--- config.mk ---
export PLATFORM = sky130hd
export DESIGN_NAME = ex_mem_stage
export DESIGN_NICKNAME = d
export VERILOG_FILES = /design/src/rtl/ex_mem_stage.sv
export SDC_FILE = /design/constraint.sdc
export NUM_CORES = 1
export LEC_CHECK = 0
export BUFFER_PORTS_ARGS = -buffer_cell sky130_fd_sc_hd__clkbuf_2
export CAP_MARGIN = 20
export CORE_UTILIZATION = 46
export DETAILED_ROUTE_END_ITERATION = 7
export PLACE_DENSITY = 0.86
export RECOVER_POWER = 100
export SLEW_MARGIN = 20
export SYNTH_ARGS = -nofsm -noshare
export SYNTH_HDL_FRONTEND = slang
export SYNTH_SLANG_ARGS = --single-unit
--- constraint.sdc ---
create_clock -name clk -period 4.9 [get_ports clk]
set_clock_uncertainty 0.05 [all_clocks]
set_input_delay 0.49 -clock clk [delete_from_list [all_inputs] [get_ports clk]]
set_output_delay 0.49 -clock clk [all_outputs]
set_load 0.01 [all_outputs]
--- src/rtl/ex_mem_stage.sv ---
// EX/MEM pipeline register with branch redirect and multi-cycle mul/div hand-off.
// Holds EX while the ALU iterates, buffers the result across MEM stalls, and gates ALU restarts.
module ex_mem_stage #(
  parameter int XLEN          = 32,
  parameter int REG_ADDR_BITS = 5
) (
  input  logic                     clk,
  input  logic                     rst,
  input  logic                     i_ex_valid,
  input  logic                     i_ex_is_md,
  input  logic                     i_ex_branch,
  input  logic [XLEN-1:0]          i_ex_target,
  input  logic [REG_ADDR_BITS-1:0] i_ex_rd,
  input  logic                     i_ex_reg_write,
  input  logic                     i_ex_mem_read,
  input  logic                     i_ex_mem_write,
  input  logic [XLEN-1:0]          i_ex_wdata,
  input  logic [XLEN-1:0]          i_alu_result,
  input  logic                     i_alu_is_zero,
  input  logic                     i_alu_ready,
  input  logic                     i_mem_stall,
  input  logic                     i_flush,
  output logic                     o_stall_ex,
  output logic                     o_md_enable,
  output logic                     o_mem_valid,
  output logic                     o_mem_reg_write,
  output logic                     o_mem_mem_read,
  output logic                     o_mem_mem_write,
  output logic [XLEN-1:0]          o_mem_result,
  output logic [XLEN-1:0]          o_mem_wdata,
  output logic [REG_ADDR_BITS-1:0] o_mem_rd,
  output logic                     o_redirect_valid,
  output logic [XLEN-1:0]          o_redirect_pc,
  output logic                     o_busy
);

  typedef enum logic [1:0] {
    IDLE     = 2'd0,
    MD_WAIT  = 2'd1,
    MD_HOLD  = 2'd2,
    MD_DRAIN = 2'd3
  } state_t;

  state_t                   r_state;
  state_t                   w_next;
  logic                     w_live;
  logic                     w_stall;
  logic                     w_md_en;
  logic                     w_load_ex;
  logic                     w_load_buf;
  logic [XLEN-1:0]          r_md_buf;
  logic                     r_mem_valid;
  logic                     r_mem_reg_write;
  logic                     r_mem_mem_read;
  logic                     r_mem_mem_write;
  logic [XLEN-1:0]          r_mem_result;
  logic [XLEN-1:0]          r_mem_wdata;
  logic [REG_ADDR_BITS-1:0] r_mem_rd;

  assign w_live = i_ex_valid & ~i_flush;

  // Next-state, EX hold, ALU start gating and EX/MEM load selection
  always_comb begin
    w_next     = r_state;
    w_stall    = 1'b0;
    w_md_en    = 1'b0;
    w_load_ex  = 1'b0;
    w_load_buf = 1'b0;
    case (r_state)
      IDLE: begin
        w_md_en = 1'b1;
        if (w_live && i_ex_is_md) begin
          w_stall = 1'b1;
          w_next  = MD_WAIT;
        end else if (w_live) begin
          w_stall   = i_mem_stall;
          w_load_ex = ~i_mem_stall;
        end else begin
          w_stall = 1'b0;
        end
      end
      MD_WAIT: begin
        w_md_en = 1'b1;
        // A flush coinciding with ready has nothing left to drain
        if (i_flush) begin
          w_next = i_alu_ready ? IDLE : MD_DRAIN;
        end else if (i_alu_ready && !i_mem_stall) begin
          w_load_ex = 1'b1;
          w_next    = IDLE;
        end else if (i_alu_ready) begin
          w_stall = 1'b1;
          w_next  = MD_HOLD;
        end else begin
          w_stall = 1'b1;
        end
      end
      MD_HOLD: begin
        if (i_flush) begin
          w_next = IDLE;
        end else if (!i_mem_stall) begin
          w_load_buf = 1'b1;
          w_next     = IDLE;
        end else begin
          w_stall = 1'b1;
        end
      end
      MD_DRAIN: begin
        if (i_alu_ready) begin
          w_next = IDLE;
        end else begin
          w_next = MD_DRAIN;
        end
        if (w_live && i_ex_is_md) begin
          w_stall = 1'b1;
        end else if (w_live) begin
          w_stall   = i_mem_stall;
          w_load_ex = ~i_mem_stall;
        end else begin
          w_stall = 1'b0;
        end
      end
      default: begin
        w_next = IDLE;
      end
    endcase
  end

  // State register
  always_ff @(posedge clk or posedge rst) begin
    if (rst) begin
      r_state <= IDLE;
    end else begin
      r_state <= w_next;
    end
  end

  // Mul/div result is only valid in the ready cycle, so capture it there
  always_ff @(posedge clk or posedge rst) begin
    if (rst) begin
      r_md_buf <= {XLEN{1'b0}};
    end else if (r_state == MD_WAIT && i_alu_ready) begin
      r_md_buf <= i_alu_result;
    end
  end

  // EX/MEM pipeline register: load, hold on MEM stall, otherwise bubble
  always_ff @(posedge clk or posedge rst) begin
    if (rst) begin
      r_mem_valid     <= 1'b0;
      r_mem_reg_write <= 1'b0;
      r_mem_mem_read  <= 1'b0;
      r_mem_mem_write <= 1'b0;
      r_mem_result    <= {XLEN{1'b0}};
      r_mem_wdata     <= {XLEN{1'b0}};
      r_mem_rd        <= {REG_ADDR_BITS{1'b0}};
    end else if (w_load_ex || w_load_buf) begin
      r_mem_valid     <= 1'b1;
      r_mem_reg_write <= i_ex_reg_write;
      r_mem_mem_read  <= i_ex_mem_read;
      r_mem_mem_write <= i_ex_mem_write;
      r_mem_result    <= w_load_buf ? r_md_buf : i_alu_result;
      r_mem_wdata     <= i_ex_wdata;
      r_mem_rd        <= i_ex_rd;
    end else if (i_mem_stall) begin
      r_mem_valid     <= r_mem_valid;
    end else begin
      r_mem_valid     <= 1'b0;
      r_mem_reg_write <= 1'b0;
      r_mem_mem_read  <= 1'b0;
      r_mem_mem_write <= 1'b0;
      r_mem_result    <= {XLEN{1'b0}};
      r_mem_wdata     <= {XLEN{1'b0}};
      r_mem_rd        <= {REG_ADDR_BITS{1'b0}};
    end
  end

  // Combinational outputs are forced low while reset is asserted
  assign o_stall_ex       = w_stall & ~rst;
  assign o_md_enable      = w_md_en & ~rst;
  assign o_redirect_valid = i_ex_valid & i_ex_branch & i_alu_is_zero & w_load_ex & ~i_flush & ~rst;
  assign o_redirect_pc    = rst ? {XLEN{1'b0}} : i_ex_target;
  assign o_busy           = (r_state != IDLE);

  assign o_mem_valid      = r_mem_valid;
  assign o_mem_reg_write  = r_mem_reg_write;
  assign o_mem_mem_read   = r_mem_mem_read;
  assign o_mem_mem_write  = r_mem_mem_write;
  assign o_mem_result     = r_mem_result;
  assign o_mem_wdata      = r_mem_wdata;
  assign o_mem_rd         = r_mem_rd;

endmodule

# == Word-level counts from Yosys, hierarchy flattened ==
# Cells that the tools add are included.
# op_classes
n_eq_ne,7
mux,36
n_bitwise,11
reduce_logical,10
# ops
operator,count
32-bit two-way mux,5
1-bit two-way mux,19
2-bit two-way mux,7
5-bit two-way mux,2
1-bit AND,8
2-bit case mux with 4 select lines,1
2-bit == test (second input constant),2
4-bit inequality test (second input constant),1
2-bit OR reduction,2
1-bit logical AND,3
3-bit inequality test (second input constant),1
1-bit inverter,3
1-bit case mux with 3 select lines,1
3-bit AND reduction,1
2-bit by 1-bit == test with 1-bit output (second input constant),1
2-bit zero test,1
2-bit by 1-bit inequality test with 1-bit output (second input constant),1
2-bit inequality test (second input constant),1
1-bit case mux with 2 select lines,1
2-bit nonzero test,1
1-bit zero test,1
1-bit logical OR,1
# word_totals
register_bits,107
input_bits,113
out_inout_bits,109
wordCells,73

# == Logic depth before layout (Yosys ltp) ==
# logic_depth
ltp_word,8
ltp_mapped,8
depth_no_buf,6

# == Least setup slack after synthesis ==
# OpenSTA, ideal clock, no wires.
# synth_timing
path_kind,reg2out
from,reg r_state[0]
to,out o_redirect_valid
t_arrival_ps,1568
t_required_ps,4360
path_slack_ps,2792
stages_incl_launch_ff,6
n_path_buf,0
cell_sequence,dfrtp_1 > inv_1 > ha_1 > nor4_1 > a22o_2 > nor3b_1
# synth_via
elab_chain_cells,6
elab_cells_between_ends,8
classes_between,eq/ne: 2; mux: 1; bitwise: 3; reduce/logical: 2
# synth_rtl
element,line,rtl
start: declaration,44,state_t r_state;
start signal: assignment,133,r_state <= w_next;
2-bit == test or 2-bit zero test (tied branches),69,case (r_state)
2-bit OR reduction (no source line),n/a,
1-bit case mux with 2 select lines *,69,
1-bit AND * (3 in series),180,assign o_redirect_valid = i_ex_valid & i_ex_branch & i_alu_is_zero & w_load_ex & ~i_flush & ~rst;
end: declaration,32,"output logic o_redirect_valid,"
# Every way passes the cells marked *; elsewhere a longest branch is shown, timed or not.

# == Worst setup path after layout ==
# layout_timing
from,reg r_state[1]
to,out o_redirect_valid
# The elaborated chain is that of the path after synthesis.

==> results_dict.tcl <==
set metrics [dict create \
    power_density_nw_per_um2 467 \
    io_pins 222 \
    core-area_um2 9420 \
    synth.distinct_cells 27 \
    clockBufferDepth 2 \
    cts_resized 0 \
    start_util_pct 48.4 \
    postCtsHoldBufs 0 \
    dieArea_um2 10300 \
    peakVddDrop_v 0.000219 \
    die_w_um 102 \
    arrival_ns 3.12 \
    status "finished, violations left" \
    cts_sinks 107 \
    r2r_end "o_mem_wdata[31]$_DFFE_PP0P_" \
    endpoint "o_redirect_valid" \
    ys_warn_count 0 \
    routed_via_density 5.33 \
    critPathCaptureType "output port" \
    syn-mean-instance-area_um2 12.1 \
    drt.antenna.violating_nets 0 \
    synth_seq_cells 107 \
    cts_root_buf "clkbuf_8" \
    grt_pass1_wl_um 18500 \
    setup.worst_path.start "r_state[1]$_DFFE_PP0P_" \
    clk_latency_ns 0.36 \
    nets 706 \
    rsz0062_at_grt "false" \
    worstSetupStartpointType "flip-flop" \
    holdCritStartpoint "i_ex_wdata[18]" \
    period_share_pct 74.6 \
    htreeDepth 3 \
    finalHoldViolCount 0 \
    synth.top_cells.by_area "dfrtp_1, mux2_2, a22o_1, a22oi_1, nor2b_1" \
    tns_ns 0 \
    synth.net_count 498 \
    drc_errors 0 \
    min_period_ns 3.66 \
    track_usage_pct 23.6 \
    diodes 0 \
    synth_top_area_cell "dfrtp_1" \
    final_area_um2 5810 \
    place_congestion 0.892 \
    r2r_cells 7 \
    hpwl_um 8600 \
    antenna_found_initial 0 \
    slew-limit-headroom_pct -77.5 \
    area_growth_pct 27.3 \
    nFillCells 821 \
    syn_area_um2 4560 \
    critPathMaxFanout 34 \
    timing.final.ws_setup_ns 1.24 \
    gr-total-overflow 0 \
    drive_gt1_share_pct 28.1 \
    fin_hold_ws_ns 0.274 \
    num_vias 3839 \
    num_rows 35 \
    post_cts_buffers 0 \
    drv_cap 2 \
    place_area_um2 5720 \
    pre_cts_ws_ns 1.89 \
    port_buffers 221 \
    grt_pass1_vias 3670 \
    crit_required_ns 4.36 \
    worstSetupPathType "reg2out" \
    r2r_slack_ns 1.68 \
    wl_per_cell_um 17.0 \
    maxSlewViolCount 99 \
    yosysSeqAreaShare_pct 58.7 \
    firstDrtPassIters 6 \
    cts_tree "done" \
    power.leakage_uw 0.00288 \
    die_y_um 102 \
    setup_viol 0 \
    violations "max-capacitance violations, max-slew violations" \
    drt_iter0_drc 158 \
    r2r-start "r_state[1]$_DFFE_PP0P_" \
    clk_pin_slew_ns 0.11 \
    syn_inst 378 \
    synth.top_cell.area_share_pct 58.7 \
    totalWireLength_um 12200 \
    cts_buffers 9 \
    max_freq_mhz 274 \
    grt_max_degree 66 \
    worst_slew_pin_slew_ns 2.65 \
    hold_path_class "in2reg" \
]
-- cell usage after synthesis --
library cell,number
a21oi_1,3
a21o_1,1
and2_1,1
dfrtp_1,107
a22oi_1,32
buf_1,5
nand3b_1,1
a22o_1,40
buf_2,7
nor3b_1,2
nand3_1,33
ha_1,7
mux2i_1,1
mux2_2,33
clkbuf_1,13
a22o_2,1
inv_1,4
nor2_1,5
o21bai_1,1
buf_6,5
nand2b_1,1
nor4_1,2
nor2b_1,34
nand2_1,35
and3b_1,2
a211oi_1,1
o2bb2ai_1,1
-- where the power goes --
part           leakage (uW)  switching, uW  internal [uW]  total [uW]
Clock              0.000115            307            308         616
Combinational       0.00137            420            376         795
Sequential          0.00139            150           1150        1300
Total               0.00288            877           1840        2710
-- worst min path at each step --
stage	to	slack, ns	cells past startpoint
after floorplan	o_mem_result[0]$_DFFE_PP0P_	0.41	2
after global placement	o_mem_valid$_DFFE_PP0P_	0.41	1
after detailed placement	o_mem_valid$_DFFE_PP0P_	0.43	1
after CTS	o_mem_wdata[18]$_DFFE_PP0P_	0.26	2
after global routing	o_mem_wdata[26]$_DFFE_PP0P_	0.25	2
final	o_mem_wdata[18]$_DFFE_PP0P_	0.27	2
-- critical path: stages (launching register included) --
cell and delay (ns):
dfrtp_1 0.45, inv_1 0.13, ha_1 0.31, nor4_1 0.29
a22o_1 1.12, nor3b_1 0.28, clkbuf_1 0.18
-- sequential cells by signal, indices dropped and copies added, names as in the netlist --
name,cells
r_state,2
o_mem_mem_read,1
r_md_buf,32
o_mem_result,32
o_mem_rd,5
o_mem_valid,1
o_mem_mem_write,1
o_mem_wdata,32
o_mem_reg_write,1
-- metrics by stage --
stage / power [uW] / cells / util [%]
after floorplan: 1830 / 378 / -
after global placement: 2100 / 704 / 60.7
after detailed placement: 2150 / 704 / 60.7
after CTS: 2770 / 720 / 63.2
after global routing: 2870 / 720 / 61.7
final: 2710 / 720 / 61.7
-- cells in the final DEF, fill, tap and decap left out, types with 2 or more instances in the layout --
master and n:
inv_1 3, ha_1 7, dfrtp_1 107, and3b_1 2, buf_4 5, clkbuf_1 111
nand3_1 33, nor4_1 2, clkbuf_2 111, nor2b_1 34, mux2_2 33, clkbuf_8 10
nand2_1 35, bufinv_16 2, a22o_1 41, a21oi_1 3, a22oi_1 32, nor2_1 5
nor3b_1 2
-- cell type report --
class                      instances  area, um^2  area share, %
inverter                           4        16.3          0.280
timing repair buffer             227        1010           17.4
tap                              129         161           2.78
multi-input combinational        237        1710           29.4
sequential                       107        2680           46.1
clock inverter                     6        96.3           1.66
clock buffer                      10         138           2.37
-- kinds of logic (layout without fill, tap and decap cells) --
| kind of cell | count (synthesis) | in the layout | share of synthesized area (%) |
|---|---|---|---|
| adder cells (fa/ha/maj) | 7 | 7 | 1.92 |
| multiplexers | 34 | 34 | 8.37 |
| buffers and inverters | 34 | 247 | 3.81 |
| AND/OR/NAND/NOR | 116 | 116 | 13.0 |
| AO/OA/AOI/OAI | 80 | 80 | 14.2 |
| flip-flops | 107 | 107 | 58.7 |
-- routing by layer --
metal	wire length [um]	track usage [%]	share of wire, %
met1	5040	27.9	41
met2	5940	39.8	49
met3	960	7.94	7.8
met4	299	8.70	2.4
met5	0	0	0
(Power assumes the default switching activity.)
